`src/rtl/vga_frame_regbank.sv`:
```
// Double-buffered display register bank: the VGA pointer stage reads the active bank while
// the writer fills the shadow, which is published at the next VSync edge and then resynchronised.
module vga_frame_regbank #(
    parameter int DATA_W    = 8,
    parameter int ADDR_W    = 4,
    parameter bit VSYNC_POL = 1'b0
) (
    input  logic              CLK,
    input  logic              RESET,
    input  logic              WrReq,
    input  logic [ADDR_W-1:0] WrAddr,
    input  logic [DATA_W-1:0] WrData,
    output logic              WrAck,
    input  logic              Commit,
    input  logic              VSync,
    input  logic [ADDR_W-1:0] MemAddrIN,
    output logic [DATA_W-1:0] MemDataOut,
    output logic              SwapPending,
    output logic              Busy
);

    localparam int DEPTH = 2 ** ADDR_W;

    typedef enum logic [1:0] {
        IDLE    = 2'd0,
        PENDING = 2'd1,
        COPY    = 2'd2
    } state_t;

    state_t            state_reg;
    logic [DATA_W-1:0] bank_reg [2][DEPTH];
    logic              active_sel_reg;
    logic              vs_q_reg;
    logic              commit_latch_reg;
    logic              wr_ack_reg;
    logic              swap_pending_reg;
    logic              busy_reg;
    logic [ADDR_W-1:0] cnt_reg;
    logic [DATA_W-1:0] mem_data_reg;

    logic vs_edge;
    logic swap;
    logic wr_accept;
    logic shadow_sel;

    assign shadow_sel = ~active_sel_reg;
    assign vs_edge    = (VSync == VSYNC_POL) && (vs_q_reg != VSYNC_POL);
    assign swap       = (state_reg == PENDING) && vs_edge;
    // The ack cycle itself blocks acceptance, so a held request cannot be stored twice.
    assign wr_accept  = WrReq && !wr_ack_reg && (state_reg != COPY) && !swap;

    always_ff @(posedge CLK or negedge RESET) begin
        if (!RESET) begin
            for (int b = 0; b < 2; b++) begin
                for (int i = 0; i < DEPTH; i++) begin
                    bank_reg[b][i] <= '0;
                end
            end
            state_reg        <= IDLE;
            active_sel_reg   <= 1'b0;
            vs_q_reg         <= ~VSYNC_POL;
            commit_latch_reg <= 1'b0;
            wr_ack_reg       <= 1'b0;
            swap_pending_reg <= 1'b0;
            busy_reg         <= 1'b0;
            cnt_reg          <= '0;
            mem_data_reg     <= '0;
        end else begin
            vs_q_reg     <= VSync;
            // Uses the pre-swap selector, so the swap cycle still returns old-bank data.
            mem_data_reg <= bank_reg[active_sel_reg][MemAddrIN];
            wr_ack_reg   <= wr_accept;

            if (wr_accept) begin
                bank_reg[shadow_sel][WrAddr] <= WrData;
            end

            case (state_reg)
                IDLE: begin
                    if (Commit) begin
                        state_reg        <= PENDING;
                        swap_pending_reg <= 1'b1;
                    end
                end
                PENDING: begin
                    if (vs_edge) begin
                        active_sel_reg   <= ~active_sel_reg;
                        swap_pending_reg <= 1'b0;
                        busy_reg         <= 1'b1;
                        commit_latch_reg <= 1'b0;
                        cnt_reg          <= '0;
                        state_reg        <= COPY;
                    end
                end
                COPY: begin
                    // Selector already points at the newly published bank.
                    bank_reg[shadow_sel][cnt_reg] <= bank_reg[active_sel_reg][cnt_reg];
                    cnt_reg <= cnt_reg + ADDR_W'(1);
                    if (Commit) begin
                        commit_latch_reg <= 1'b1;
                    end
                    if (cnt_reg == ADDR_W'(DEPTH - 1)) begin
                        busy_reg         <= 1'b0;
                        commit_latch_reg <= 1'b0;
                        cnt_reg          <= '0;
                        if (commit_latch_reg || Commit) begin
                            state_reg        <= PENDING;
                            swap_pending_reg <= 1'b1;
                        end else begin
                            state_reg <= IDLE;
                        end
                    end
                end
                default: begin
                    state_reg <= IDLE;
                end
            endcase
        end
    end

    assign WrAck       = wr_ack_reg;
    assign MemDataOut  = mem_data_reg;
    assign SwapPending = swap_pending_reg;
    assign Busy        = busy_reg;

endmodule
```
`config.mk`:
```
export PLATFORM = sky130hd
export DESIGN_NAME = vga_frame_regbank
export DESIGN_NICKNAME = d
export VERILOG_FILES = /design/src/rtl/vga_frame_regbank.sv
export SDC_FILE = /design/constraint.sdc
export NUM_CORES = 1
export LEC_CHECK = 0
export CORE_ASPECT_RATIO = 0.8
export CORE_MARGIN = 5
export CORE_UTILIZATION = 43
export DETAILED_ROUTE_END_ITERATION = 12
export GPL_TIMING_DRIVEN = 0
export SYNTH_ARGS = -nofsm -noshare
export SYNTH_HDL_FRONTEND = slang
export SYNTH_SLANG_ARGS = --single-unit
```
`constraint.sdc`:
```
create_clock -name CLK -period 2.3 [get_ports CLK]
set_clock_uncertainty 0.05 [all_clocks]
set_input_delay 0.46 -clock CLK [delete_from_list [all_inputs] [get_ports CLK]]
set_output_delay 0.46 -clock CLK [all_outputs]
set_load 0.005 [all_outputs]
```
Word-level counts from Yosys, hierarchy flattened
Cells that the tools add are included.
{"block": "op_classes", "n_mux": 39, "n_eq_ne": 9, "n_bitwise": 7, "reduce_logical": 20, "addsub": 1, "order_cmp": 8}
{"cell": "$mux W128", "count": 5}
{"cell": "$bwmux W256", "count": 2}
{"cell": "$mux W256", "count": 2}
{"cell": "$demux W128 S1", "count": 2}
{"cell": "$bmux W8 S4", "count": 2}
{"cell": "$demux W8 S4", "count": 2}
{"cell": "$mux W8", "count": 6}
{"cell": "$ge A5 B5 Y1 const B", "count": 3}
{"cell": "$not A4 Y5", "count": 3}
{"cell": "$lt A5 B1 Y1 const B", "count": 2}
{"cell": "$ne A2 B2 Y1 const B", "count": 5}
{"cell": "$reduce_and A3 Y1", "count": 3}
{"cell": "$logic_and A1 B1 Y1", "count": 8}
{"cell": "$mux W1", "count": 8}
{"cell": "$mux W4", "count": 2}
{"cell": "$pmux W4 S2", "count": 1}
{"cell": "$mux W2", "count": 3}
{"cell": "$pmux W2 S3", "count": 1}
{"cell": "$reduce_and A5 Y1", "count": 1}
{"cell": "$add A4 B1 Y4 const B", "count": 1}
{"cell": "$eq A4 B4 Y1 const B", "count": 1}
{"cell": "$ge A2 B2 Y1 const B", "count": 2}
{"cell": "$not A1 Y2", "count": 2}
{"cell": "$pmux W1 S2", "count": 2}
{"cell": "12 further kinds", "count": 15}
{"block": "word_totals", "register_bits": 276, "out_inout_bits": 11, "input_bits": 21, "word_cells": 125}

Longest topological paths before layout
Gate-level depths: netlist (run 1).
{"block": "depth", "ltp_word": 11, "mapped_depth": 10, "depth_no_buf": 5}

Least setup slack after synthesis (run 1)
OpenSTA, ideal clock, no wires.
{"block": "synth_timing", "kind": "in2reg", "startpoint": "input MemAddrIN[0]", "endpoint": "register mem_data_reg[0], in the netlist MemDataOut[0]", "setup_ps": 125, "path_slack_ps": -18, "path_buffers": 2, "path_stages": 5, "arrival_time_ps": 2144, "required_ps": 2125, "cell_sequence": "clkbuf_1 > buf_1 > mux4_2 > mux4_2 > mux2_2"}
{"block": "synth_between", "elab_chain_cells": 4}
{"element": "start: declaration", "line_no": "16", "source": "input logic [ADDR_W-1:0] MemAddrIN,"}
{"element": "$not A4 Y5 (not written as such)", "line_no": "71", "source": "mem_data_reg <= bank_reg[active_sel_reg][MemAddrIN];"}
{"element": "$bmux W8 S4", "line_no": "71"}
{"element": "$mux W8 (not written as such) (2 in a row)", "line_no": "71"}
{"element": "end signal: assignment", "line_no": "71"}
{"element": "end: declaration", "line_no": "39", "source": "logic [DATA_W-1:0] mem_data_reg;"}
No other way between the ends. The select of a mux whose other input is x is not followed.
A chain may end at the register's enable or synchronous reset.

Worst setup path in the final report (run 1)
{"block": "layout_timing", "startpoint": "register active_sel_reg", "endpoint": "register mem_data_reg[7], in the netlist MemDataOut[7]"}
{"block": "layout_between", "elab_chain_cells": 7}
{"element": "start: declaration", "line_no": "32", "source": "logic active_sel_reg;"}
{"element": "start signal: assignment", "line_no": "87", "source": "active_sel_reg <= ~active_sel_reg;"}
{"element": "$not A1 Y2 (not written as such)", "line_no": "71"}
{"element": "$mux W128 (not written as such) (3 in a row)", "line_no": "71"}
{"element": "$bmux W8 S4", "line_no": "71"}
{"element": "$mux W8 (not written as such) (2 in a row)", "line_no": "71"}
No other way between the ends. The select of a mux whose other input is x is not followed.

==> results.toml, run 1 <==
[setup_path]
endpoint_kind = "flop"
worst-endpoint-required_ns = 2.71
start_kind = "flop"
crit_fanout = 6
crit_type = "reg2reg"
cp_data_arrival_time_ns = 2.91

[yosys]
yosys.area.top_type_share_pct = 39.1
netlist_area_sq_um = 17600
ys_ff_latch = 276
synth_nets = 1415
yosys.area.top_type = "dfrtp_1"
yosysUniqueCellTypes = 39
syn_area_per_cell_sq_um = 12.7
yosys_warnings = 0
synthTopCellsByArea = "dfrtp_1 (39%), mux2i_1 (36%), mux4_2 (10%)"
yosysSeqAreaShare_pct = 39.2
postSynthCellCount = 1390

[detailed_routing]
ant_nets = 0
avgViaCountPerCell = 6.51
drt_iter0_drc = 1817
wl_per_cell_um = 34.5
route.detailed.drc = 0
wl_um = 69600
drtPass1Iterations = 5
route.vias.total = 13166

[sta]
hold_violations = 0
hold_slack_ns = 0.345
fin_crit_ns = 2.50
worst_slew_pin_slew_ns = 1.15
grt_setup_unrepaired = "true"
fin_ws_ns = -0.199
relSlewSlack_pct = 23.5
clock.fmax_ghz = 0.400
tns_ns = -13.44
fin_crit_sh_pct = 109
drv_slew = 0
finalSetupViolCount = 210

[placed_design]
place_congestion = 0.996
dp_hpwl_um = 49500
pre_cts_slack_ns = -1.13
io_buffers = 24

[grt]
grt_pass1_vias = 13106
grt_pass1_wl_um = 99500
grt_overflow = 0
grt_max_degree = 115
antenna_found_initial = 3
track_usage_pct = 30.5

[clock_tree]
cts.clk_slew.worst_paths_ns = 0.07
clockBufferDepth = 3
cts_root_buf = "clkbuf_16"
clock_latency_ns = 0.61
cts.sinks = 276
cts-htree-levels = 1
numCtsBuffers = 31
cts_tree = "yes"

[layout]
final_cell_mix = "mux2i_1 (630), dfrtp_1 (275), mux4_2 (80), a22oi_1 (62), buf_6 (44)"
largest_register_ffs = 256
nFillCells = 3555
multi_input_area_sq_um = 10500
drive_gt1_share_pct = 26.1
synthToLayoutAreaGrowth_pct = 18.5
ff_latch_area_sq_um = 6910
layout_commonest_cell = "mux2i_1"
layout.nets = 1475

[die]
die_area_sq_um = 45100
row_count = 66
start_util_pct = 43.4
die_y_um = 191
core_area_sq_um = 40500
io_pins = 32
die_w_um = 236

[run_status]
status = "complete, but fails checks"
violations = "setup timing"

[power_and_ir_drop]
ir_worst_vdd_mv = 0.698
power_leakage_nw = 10.5
power_mw = 31.1
p_per_area_nw_per_um2 = 1490

[worst_hold_path]
hp-class = "in2reg"

[job]
maxCapViolations = 0
==> timing repair <==
item | in CTS | in global routing
pin swaps | 11 | 1
buffers inserted | 13 | 3
resized for setup | 244 | 24
cloned | 4 | 0
hold endpoints to repair | 112 | 0
hold buffers | 1 | 0
endpoints found under the setup margin | 269 | 268
==> synth_stat cells <==
| cell | number |
|---|---|
| buf_4 | 10 |
| nor4bb_1 | 1 |
| inv_1 | 2 |
| mux4_2 | 80 |
| and3_1 | 5 |
| nor4_4 | 2 |
| o21ai_0 | 5 |
| nand3_1 | 38 |
| nand3_2 | 1 |
| nand3b_1 | 1 |
| and2_1 | 7 |
| nor3b_1 | 4 |
| nor3_4 | 3 |
| a21o_1 | 1 |
| xor2_1 | 1 |
| nand3_4 | 10 |
| nor3_1 | 2 |
| mux2i_1 | 640 |
| o31ai_1 | 3 |
| ha_1 | 4 |
| a21oi_1 | 3 |
| buf_6 | 7 |
| nand4bb_1 | 1 |
| nand2_1 | 44 |
| nor2b_1 | 13 |
| dfstp_2 | 1 |
| nor2_2 | 1 |
| clkbuf_1 | 45 |
| mux2_2 | 8 |
| xnor2_1 | 1 |
| a22oi_1 | 64 |
| and4_1 | 9 |
| nand4_2 | 6 |
| buf_1 | 12 |
| nand4_1 | 3 |
| buf_2 | 66 |
| nand2b_1 | 3 |
| dfrtp_1 | 275 |
| nor2_1 | 8 |
==> worst paths after layout <==
kind,slack [ns],depth (start not counted),to,from
max,-0.20,6,MemDataOut[7],active_sel_reg
min,0.35,1,vs_q_reg,VSync
max reg2reg,-0.20,6,MemDataOut[7],active_sel_reg
min reg2reg,0.45,2,SwapPending,SwapPending
max in group asynchronous,0.31,4,bank_reg[52],RESET
min in group asynchronous,0.52,2,bank_reg[122],RESET
==> through the flow <==
| step | util [%] | instance area [sq um] | cells |
|---|---|---|---|
| after floorplan | - | 17600 | 1390 |
| after global placement | 45.7 | 18500 | 1958 |
| after detailed placement | 45.9 | 18600 | 1960 |
| after CTS | 51.2 | 20800 | 2017 |
| after global routing | 51.5 | 20900 | 2021 |
| final | 51.5 | 20900 | 2021 |
==> where the power goes <==
group | switching (mW) | internal (mW) | leakage [nW]
sequential | 2.10 | 6.94 | 2.76
combinational | 9.28 | 6.83 | 7.16
clock | 2.26 | 3.65 | 0.586
==> routing by layer <==
layer	part of all wire (%)	GRT usage, %	wire length [um]	vias up
met5	0.019	0	13	-
met4	3.7	10.0	2570	2
met3	12	9.64	8150	112
met2	40	41.5	27900	758
met1	45	45.9	31000	6899
li1	-	-	-	5395
==> layout make-up <==
class / count / area share, %
buffer: 120 / 4.91
tap: 544 / 3.26
clock inverter: 17 / 1.46
timing repair buffer: 47 / 2.74
clock buffer: 41 / 4.33
inverter: 2 / 0.0360
sequential: 276 / 33.1
multi-input combinational: 972 / 50.2
antenna: 2 / 0.0240
==> cell families (layout without fill, tap and decap cells) <==
family | Yosys count | in the layout | synth area share, %
fa+ha+maj | 4 | 4 | 0.284
buf+inv | 142 | 227 | 4.01
other cells | 0 | 2 | 0
xor+xnor | 2 | 2 | 0.0995
mux | 728 | 728 | 47.1
simple gates | 162 | 162 | 6.16
flops | 276 | 276 | 39.2
compound gates | 76 | 76 | 3.13
==> critical path, stage by stage (launching register included) <==
cell and delay, ns:
dfrtp_1 0.39, buf_6 0.18, buf_12 0.16, buf_16 0.14, mux4_2 0.56, mux4_2 0.56, mux2_4 0.31
Power figures use the tool's default switching activity.
==> inputs of run 2 (changes only) <==
--- a/config.mk
+++ b/config.mk
@@ -5,11 +5,13 @@
 export SDC_FILE = /design/constraint.sdc
 export NUM_CORES = 1
 export LEC_CHECK = 0
-export CORE_ASPECT_RATIO = 0.8
+export CORE_ASPECT_RATIO = 0.5
 export CORE_MARGIN = 5
 export CORE_UTILIZATION = 43
+export CTS_CLUSTER_SIZE = 40
 export DETAILED_ROUTE_END_ITERATION = 12
 export GPL_TIMING_DRIVEN = 0
+export SLEW_MARGIN = 10
 export SYNTH_ARGS = -nofsm -noshare
 export SYNTH_HDL_FRONTEND = slang
 export SYNTH_SLANG_ARGS = --single-unit
==> run 2 against run 1 <==
  * The flow still finishes with violations (setup timing)
  * Register-to-register slack better by 0.07 ns
  * Core utilization is 0.79 points higher
  * Final cell count hardly changed
==> results.toml, run 2 (same netlist as run 1, synthesis figures left out) <==
[run_status]
status = "complete, but fails checks"
violations = "setup timing"

[die]
row_count = 52
start_util_pct = 43.5
die_y_um = 153
die_area_sq_um = 45400
die_w_um = 296
io_pins = 32
core_area_sq_um = 40500

[sta]
grt_setup_unrepaired = "true"
hold_violations = 0
drv_slew = 0
finalSetupViolCount = 102
fin_ws_ns = -0.130
clock.fmax_ghz = 0.411
fin_crit_sh_pct = 106
relSlewSlack_pct = 38.3
fin_crit_ns = 2.43
worst_slew_pin_slew_ns = 0.925

[grt]
grt_overflow = 0
grt_pass1_vias = 13628
antenna_found_initial = 6
track_usage_pct = 31.7
grt_max_degree = 109
grt_pass1_wl_um = 103000

[setup_path]
crit_fanout = 10
start_kind = "flop"
endpoint_kind = "flop"
crit_type = "reg2reg"
cp_data_arrival_time_ns = 2.85
worst-endpoint-required_ns = 2.72

[detailed_routing]
route.vias.total = 13588
avgViaCountPerCell = 6.72
drtPass1Iterations = 6
wl_um = 73600
wl_per_cell_um = 36.4
route.detailed.drc = 0
ant_nets = 0
drt_iter0_drc = 1662

[power_and_ir_drop]
p_per_area_nw_per_um2 = 1510
ir_worst_vdd_mv = 0.749
power_leakage_nw = 10.6

[layout]
drive_gt1_share_pct = 28.1
largest_register_ffs = 256
final_cell_mix = "mux2i_1 (626), dfrtp_1 (274), mux4_2 (80), a22oi_1 (47), clkbuf_16 (31)"
synthToLayoutAreaGrowth_pct = 20.1
layout_commonest_cell = "mux2i_1"
fin_cells = 2023
layout.nets = 1484
finalInstanceArea_sq_um = 21200
nFillCells = 3421

[job]
maxCapViolations = 0

[clock_tree]
cts.sinks = 276
cts_tree = "yes"
clockBufferDepth = 3
cts.clk_slew.worst_paths_ns = 0.07
cts_root_buf = "clkbuf_16"
clock_latency_ns = 0.60
cts-htree-levels = 1
numCtsBuffers = 29

[placed_design]
place_congestion = 1.04
dp_hpwl_um = 52000
place_area_sq_um = 18600
io_buffers = 24
dp.cells = 1956

[worst_hold_path]
hp-class = "in2reg"
## run 2: changes by cell type in the layout (fill, tap and decap cells not counted), sizes merged
cell / before / now
buf: 116 / 127
clkinvlp: 3 / 1
clkinv: 4 / 8
clkdlybuf4s15: 2 / 3
inv: 4 / 3
bufinv: 8 / 2
diode: 2 / 1
## run 2: repair_timing
| action | CTS | global route |
|---|---|---|
| gates cloned | 2 | 2 |
| buffers inserted | 13 | 14 |
| endpoints found under the setup margin | 269 | 269 |
| pin swaps | 9 | 10 |
| hold endpoints to repair | 76 | 0 |
| resized for setup | 232 | 136 |
| hold buffers | 1 | 0 |
## run 2: critical path: stages, from the launching register on
cell,delay (ns)
dfrtp_1,0.40
buf_12,0.17
buf_16,0.20
mux4_2,0.63
mux4_2,0.55
mux2_2,0.30
## run 2: final timing paths
path	startpoint	slack, ns	cells after the start	to
max in group asynchronous	RESET	0.35	4	bank_reg[99]
hold / removal	VSync	0.36	1	vs_q_reg
setup reg to reg	active_sel_reg	-0.13	5	MemDataOut[4]
min in group asynchronous	RESET	0.38	2	bank_reg[66]
setup / recovery	active_sel_reg	-0.13	5	MemDataOut[4]
hold reg to reg	SwapPending	0.45	2	SwapPending
## run 2: routing by layer
metal,global-route usage [%],up-vias,share of wire [%]
met5,0,-,0.069
met4,8.86,8,3.5
met3,13.4,180,14
met2,42.7,858,40
met1,46.5,7126,42
li1,-,5416,-
## run 2: report_power, final
group / switching [mW] / leakage, nW / internal, mW / total, mW
combinational: 10.1 / 7.40 / 7.85 / 17.9
sequential: 2.05 / 2.76 / 6.94 / 8.99
clock: 2.18 / 0.479 / 2.78 / 4.96
## run 2: cell type report
class | count | area, sq um | area share, %
plain buffers | 120 | 1270 | 6.01
clock inverters | 12 | 124 | 0.585
well taps | 540 | 676 | 3.19
multi-input cells | 972 | 10600 | 50.1
repair buffers | 58 | 716 | 3.38
clock buffers | 42 | 845 | 3.99
inverters | 2 | 7.51 | 0.0355
diodes | 1 | 2.50 | 0.0118
flip-flops and latches | 276 | 6910 | 32.7
## run 2: through the flow
stage / setup TNS [ns] / setup slack, ns / util [%] / hold WS, ns / total power [mW]
5_1_grt: -5.49 / -0.166 / 52.3 / 0.370 / 32.7
2_1_floorplan: 0 / 0.00133 / - / 0.114 / 16.8
4_1_cts: -10.20 / -0.169 / 50.5 / 0.316 / 29.4
3_5_place_dp: -265.97 / -1.20 / 45.9 / 0.430 / 22.6
3_3_place_gp: -3387.39 / -11.39 / 45.8 / 0.417 / 22.2
6_report: -2.38 / -0.130 / 52.3 / 0.357 / 31.9
==> inputs of run 3 (changes only) <==
--- a/config.mk
+++ b/config.mk
@@ -5,6 +5,7 @@
 export SDC_FILE = /design/constraint.sdc
 export NUM_CORES = 1
 export LEC_CHECK = 0
+export CAP_MARGIN = 20
 export CORE_ASPECT_RATIO = 0.5
 export CORE_MARGIN = 5
 export CORE_UTILIZATION = 43
==> results of run 3 <==
The final DEF is identical to that of run 2; final timing and power are the same.
